--- src/rtl/countdown_bcd.sv ---
// Loadable multi-digit BCD down-counter with a one-cycle terminal-count pulse.
// Optional feature: define COUNTDOWN_AUTO_RELOAD_EN to reload from RELOAD at terminal count.

module countdown_bcd_digit (
  input  logic [3:0] din,
  input  logic [3:0] cur,
  input  logic       bin,
  output logic [3:0] ld,
  output logic [3:0] dec
);
  always_comb begin
    ld  = (din > 4'd9) ? 4'd9 : din;
    dec = cur;
    if (bin) dec = (cur == 4'd0) ? 4'd9 : cur - 4'd1;
  end
endmodule

module countdown_bcd #(
  parameter int DIGITS = 2
) (
  input  logic                  CLKT,
  input  logic                  R,
  input  logic                  E,
  input  logic                  LOAD,
  input  logic [4*DIGITS-1:0]   DATA_IN,
  output logic [4*DIGITS-1:0]   CONTADOR,
  output logic                  REGISTRADOR,
  output logic                  BUSY
);
  localparam int W = 4*DIGITS;
  localparam logic [W-1:0] ONE = {{(W-1){1'b0}}, 1'b1};

  typedef enum logic [1:0] {IDLE, RUN, DONE} state_t;

  state_t                  st_q, st_nxt;
  logic [DIGITS-1:0][3:0]  cnt_q, cnt_nxt, ld_val, dec_val, din;
  logic [DIGITS-1:0]       brw;
  logic                    tc_nxt;

  assign din      = DATA_IN;
  assign CONTADOR = cnt_q;

  // Borrow ripples upward through every digit sitting at zero.
  assign brw[0] = 1'b1;
  for (genvar i = 0; i < DIGITS; i++) begin : g_dig
    if (i > 0) begin : g_brw
      assign brw[i] = brw[i-1] & (cnt_q[i-1] == 4'd0);
    end
    countdown_bcd_digit u_dig (
      .din (din[i]),
      .cur (cnt_q[i]),
      .bin (brw[i]),
      .ld  (ld_val[i]),
      .dec (dec_val[i])
    );
  end

`ifdef COUNTDOWN_AUTO_RELOAD_EN
  logic [W-1:0] reload_q;
  always_ff @(posedge CLKT or negedge R) begin
    if (!R)        reload_q <= '0;
    else if (LOAD) reload_q <= ld_val;
  end
`endif

  always_comb begin
    st_nxt  = st_q;
    cnt_nxt = cnt_q;
    tc_nxt  = 1'b0;
    if (LOAD) begin
      cnt_nxt = ld_val;
      st_nxt  = (ld_val == '0) ? DONE : RUN;
    end else begin
      case (st_q)
        RUN: if (E) begin
          if (cnt_q == ONE) begin
            tc_nxt = 1'b1;
`ifdef COUNTDOWN_AUTO_RELOAD_EN
            cnt_nxt = reload_q;
`else
            cnt_nxt = '0;
            st_nxt  = DONE;
`endif
          end else begin
            cnt_nxt = dec_val;
          end
        end
        DONE:    cnt_nxt = '0;
        default: ;
      endcase
    end
  end

  always_ff @(posedge CLKT or negedge R) begin
    if (!R) begin
      st_q        <= IDLE;
      cnt_q       <= '0;
      REGISTRADOR <= 1'b0;
      BUSY        <= 1'b0;
    end else begin
      st_q        <= st_nxt;
      cnt_q       <= cnt_nxt;
      REGISTRADOR <= tc_nxt;
      BUSY        <= (st_nxt == RUN);
    end
  end
endmodule
--- config.mk ---
export PLATFORM = sky130hd
export DESIGN_NAME = countdown_bcd
export DESIGN_NICKNAME = d
export VERILOG_FILES = /design/src/rtl/countdown_bcd.sv
export SDC_FILE = /design/constraint.sdc
export NUM_CORES = 1
export LEC_CHECK = 0
export CAP_MARGIN = 30
export CORE_MARGIN = 2
export CORE_UTILIZATION = 50
export CTS_CLUSTER_SIZE = 14
export DETAILED_ROUTE_END_ITERATION = 16
export PLACE_DENSITY = 0.82
export SYNTH_ARGS = -nofsm -noshare
export SYNTH_HDL_FRONTEND = slang
export SYNTH_SLANG_ARGS = --single-unit
export TNS_END_PERCENT = 10
--- constraint.sdc ---
create_clock -name CLKT -period 4.93 [get_ports CLKT]
set_input_delay 0.493 -clock CLKT [delete_from_list [all_inputs] [get_ports CLKT]]
set_output_delay 0.493 -clock CLKT [all_outputs]
set_load 0.005 [all_outputs]
==> metrics.cfg <==
[global_route]
grt_overflow = 0
antenna_found_initial = 0
grtUsageMet2 = 0.371
grt_pass1_wl_mm = 3.42
grtUsageTotal = 0.243
top_usage_layer = met2
grt_start_max_net_pins = 18
grt_pass1_vias = 753
use_met1 = 0.308
met3_usage = 0.0680

[clock_network]
htree_num_levels = 1
root_buffer = clkbuf_4
clockBufferDepth = 2
cts_setup_buffers = 0
hold_buffers = 0
cts-resized-gates = 0
cts_sinks = 12
cts_tree = done
clock_latency_ps = 290
path_clk_slew_ps = 80
cts_inserted_buffers = 3

[drt]
post_drt_wl_per_cell_um = 15.8
drt_iter0_drc = 17
antenna_left = 0
vias_per_cell = 6.11
drc = 0
dr.pass1.iters = 4
wirelength_mm = 2.02
vias = 782

[floorplanning]
coreArea_um2 = 1520
initial_core_util = 0.545
num_rows = 14
die_y_um = 44.8
die_area_um2 = 2000
die_w_um = 44.8
ios = 22

[logic_synthesis]
synth.ff_latch_count = 12
yosysUniqueCellTypes = 39
synth_edf_count = 0
yosysSeqAreaShare = 0.361
netlist_instances = 89
syn_area_per_cell_um2 = 9.33
synth_warnings = 0
synthFlopType = dfrtp_1
synthArstFlopShare = 1.00
syn_nets = 105
syn_area_um2 = 831

[placement]
dp_worst_setup_slack_ps = 2400
placed_cell_area_um2 = 1050
portBuffers = 21
placed_cells = 124
routabilityCongestion = 0.853
dp_hpwl_mm = 1.49

[power_and_ir_drop]
seqPwrFrac = 0.375
leakage_nw = 0.451
p_sw_frac = 0.343
intPower_mw = 0.254
p_sw_mw = 0.133
ir_drop_uv = 176
powerDensity_nw_per_um2 = 355
power_frac_comb = 0.410
pwr-share-clk = 0.214

[run]
drv_cap = 0

[run_status]
status = complete, no violations

[worst_setup_path]
critPathTopFamily = buffers and inverters
arrival_ps = 2430
cp.depth = 5
timing.rr.end = CONTADOR[7]$_DFFE_PN0P_
path_cells = clkdlybuf4s50_1, or3b_4, a211oi_4, nor2_2, mux2_4
required_ps = 5110
path_class = in -> reg
setup.worst_path.end_class = register
max_stage_delay_ps = 680
crit_path_start_kind = primary input
r2r-start = CONTADOR[4]$_DFFE_PN0P_
crit_slowest_cell = clkdlybuf4s50_1
reg2reg_depth = 6
crit_fanout = 17
cp_num_buf_inv = 1
reg2reg_slack_ps = 2890

[sta]
slew_headroom = 0.502
min_period_ps = 2260
worst_pin_slew_ps = 742
rsz0062_at_grt = no
final-max-slew-violation-count = 0
max_freq_mhz = 443
worst_clock_skew_ps = 2.08
setup_viol = 0
finalCritPeriodShare = 0.458
finalHoldViolCount = 0
setup_tns_ps = 0
timing.final.ws_setup_ps = 2670

[finish]
final_common_cell = clkdlybuf4s50_1
fin_area_um2 = 1090
areaGrowthSynthToFinish_pct = 31.2
final_core_util = 0.715
drive_gt1_frac = 0.125
final_cell_mix = clkdlybuf4s50_1, dfrtp_1, nor2_1, o21ai_0, inv_1
nNetsFinal = 129
layout.cells.non_filler = 128
n_antenna_cell = 0

[min_path]
hold_path_class = in -> async

-- area by class of cell --
class / instances / area, um2
Clock buffer: 4 / 36.3
Inverter: 6 / 22.5
Timing Repair Buffer: 21 / 210
Fill cell: 128 / 434
Multi-Input combinational cell: 69 / 500
Sequential cell: 12 / 300
Tap cell: 16 / 20.0
-- cell families after synthesis --
logic type,count (synthesis),synth area share
and+or+nand+nor,34,0.252
AOI/OAI and AO/OA,30,0.273
DFF,12,0.361
buffers and inverters,8,0.0361
adders and majority gates,4,0.0602
muxes,1,0.0181
-- cell usage after synthesis (all sizes together), types with 2 or more instances --
| library cell | instances | share of area |
|---|---|---|
| ha | 4 | 0.060 |
| nand2 | 3 | 0.014 |
| or4 | 2 | 0.018 |
| dfrtp | 12 | 0.36 |
| nor3b | 3 | 0.039 |
| nor2b | 3 | 0.023 |
| clkbuf | 2 | 0.0090 |
| a22o | 2 | 0.021 |
| inv | 6 | 0.027 |
| a32oi | 2 | 0.021 |
| nor3 | 5 | 0.030 |
| a21boi | 2 | 0.018 |
| nor2 | 9 | 0.044 |
| o21ai | 8 | 0.048 |
| a211oi | 4 | 0.051 |
| a21oi | 2 | 0.012 |
-- how the worst max path moves through the flow --
stage                                       start  slack [ps]                 endpoint
final                                        LOAD        2670  CONTADOR[5]$_DFFE_PN0P_
after global routing                         LOAD        2600  CONTADOR[5]$_DFFE_PN0P_
after CTS                                    LOAD        2700  CONTADOR[5]$_DFFE_PN0P_
after detailed placement                     LOAD        2400  CONTADOR[5]$_DFFE_PN0P_
after global placement                       LOAD        2450  CONTADOR[5]$_DFFE_PN0P_
after floorplan           CONTADOR[4]$_DFFE_PN0P_        3120  CONTADOR[7]$_DFFE_PN0P_
-- flip-flops by register name (all words and copies together), names as in the netlist --
register     count
BUSY             1
CONTADOR         8
REGISTRADOR      1
st_q             2
-- worst reg2reg max path, stage by stage, from the launching register on --
cell and delay, ps:
dfrtp_1 430, inv_1 110, ha_1 160, nor3b_2 390, a211oi_1 270, a21boi_0 190
o32a_2 390
-- layer usage --
metal  wire, um  share of wire  vias to the layer above
li1           -              -                      387
met1        909           0.45                      363
met2        965           0.48                       25
met3        104          0.051                        7
met4         44          0.022                        0
met5          0              0                        -
-- power by group through the flow --
stage	logic [mW]	clock network, mW	registers, mW
final	0.159	0.0828	0.145
after global routing	0.179	0.0883	0.150
after CTS	0.160	0.0833	0.146
after detailed placement	0.159	0	0.147
after global placement	0.156	0	0.147
after floorplan	0.0908	0	0.144
-- per-stage QoR --
step	hold slack [ps]	total power, mW
2_1_floorplan	197	0.235
3_5_place_dp	584	0.306
5_1_grt	605	0.416
4_1_cts	567	0.389
6_report	556	0.387
3_3_place_gp	572	0.303
No activity file was read; power rests on OpenSTA's default activity.
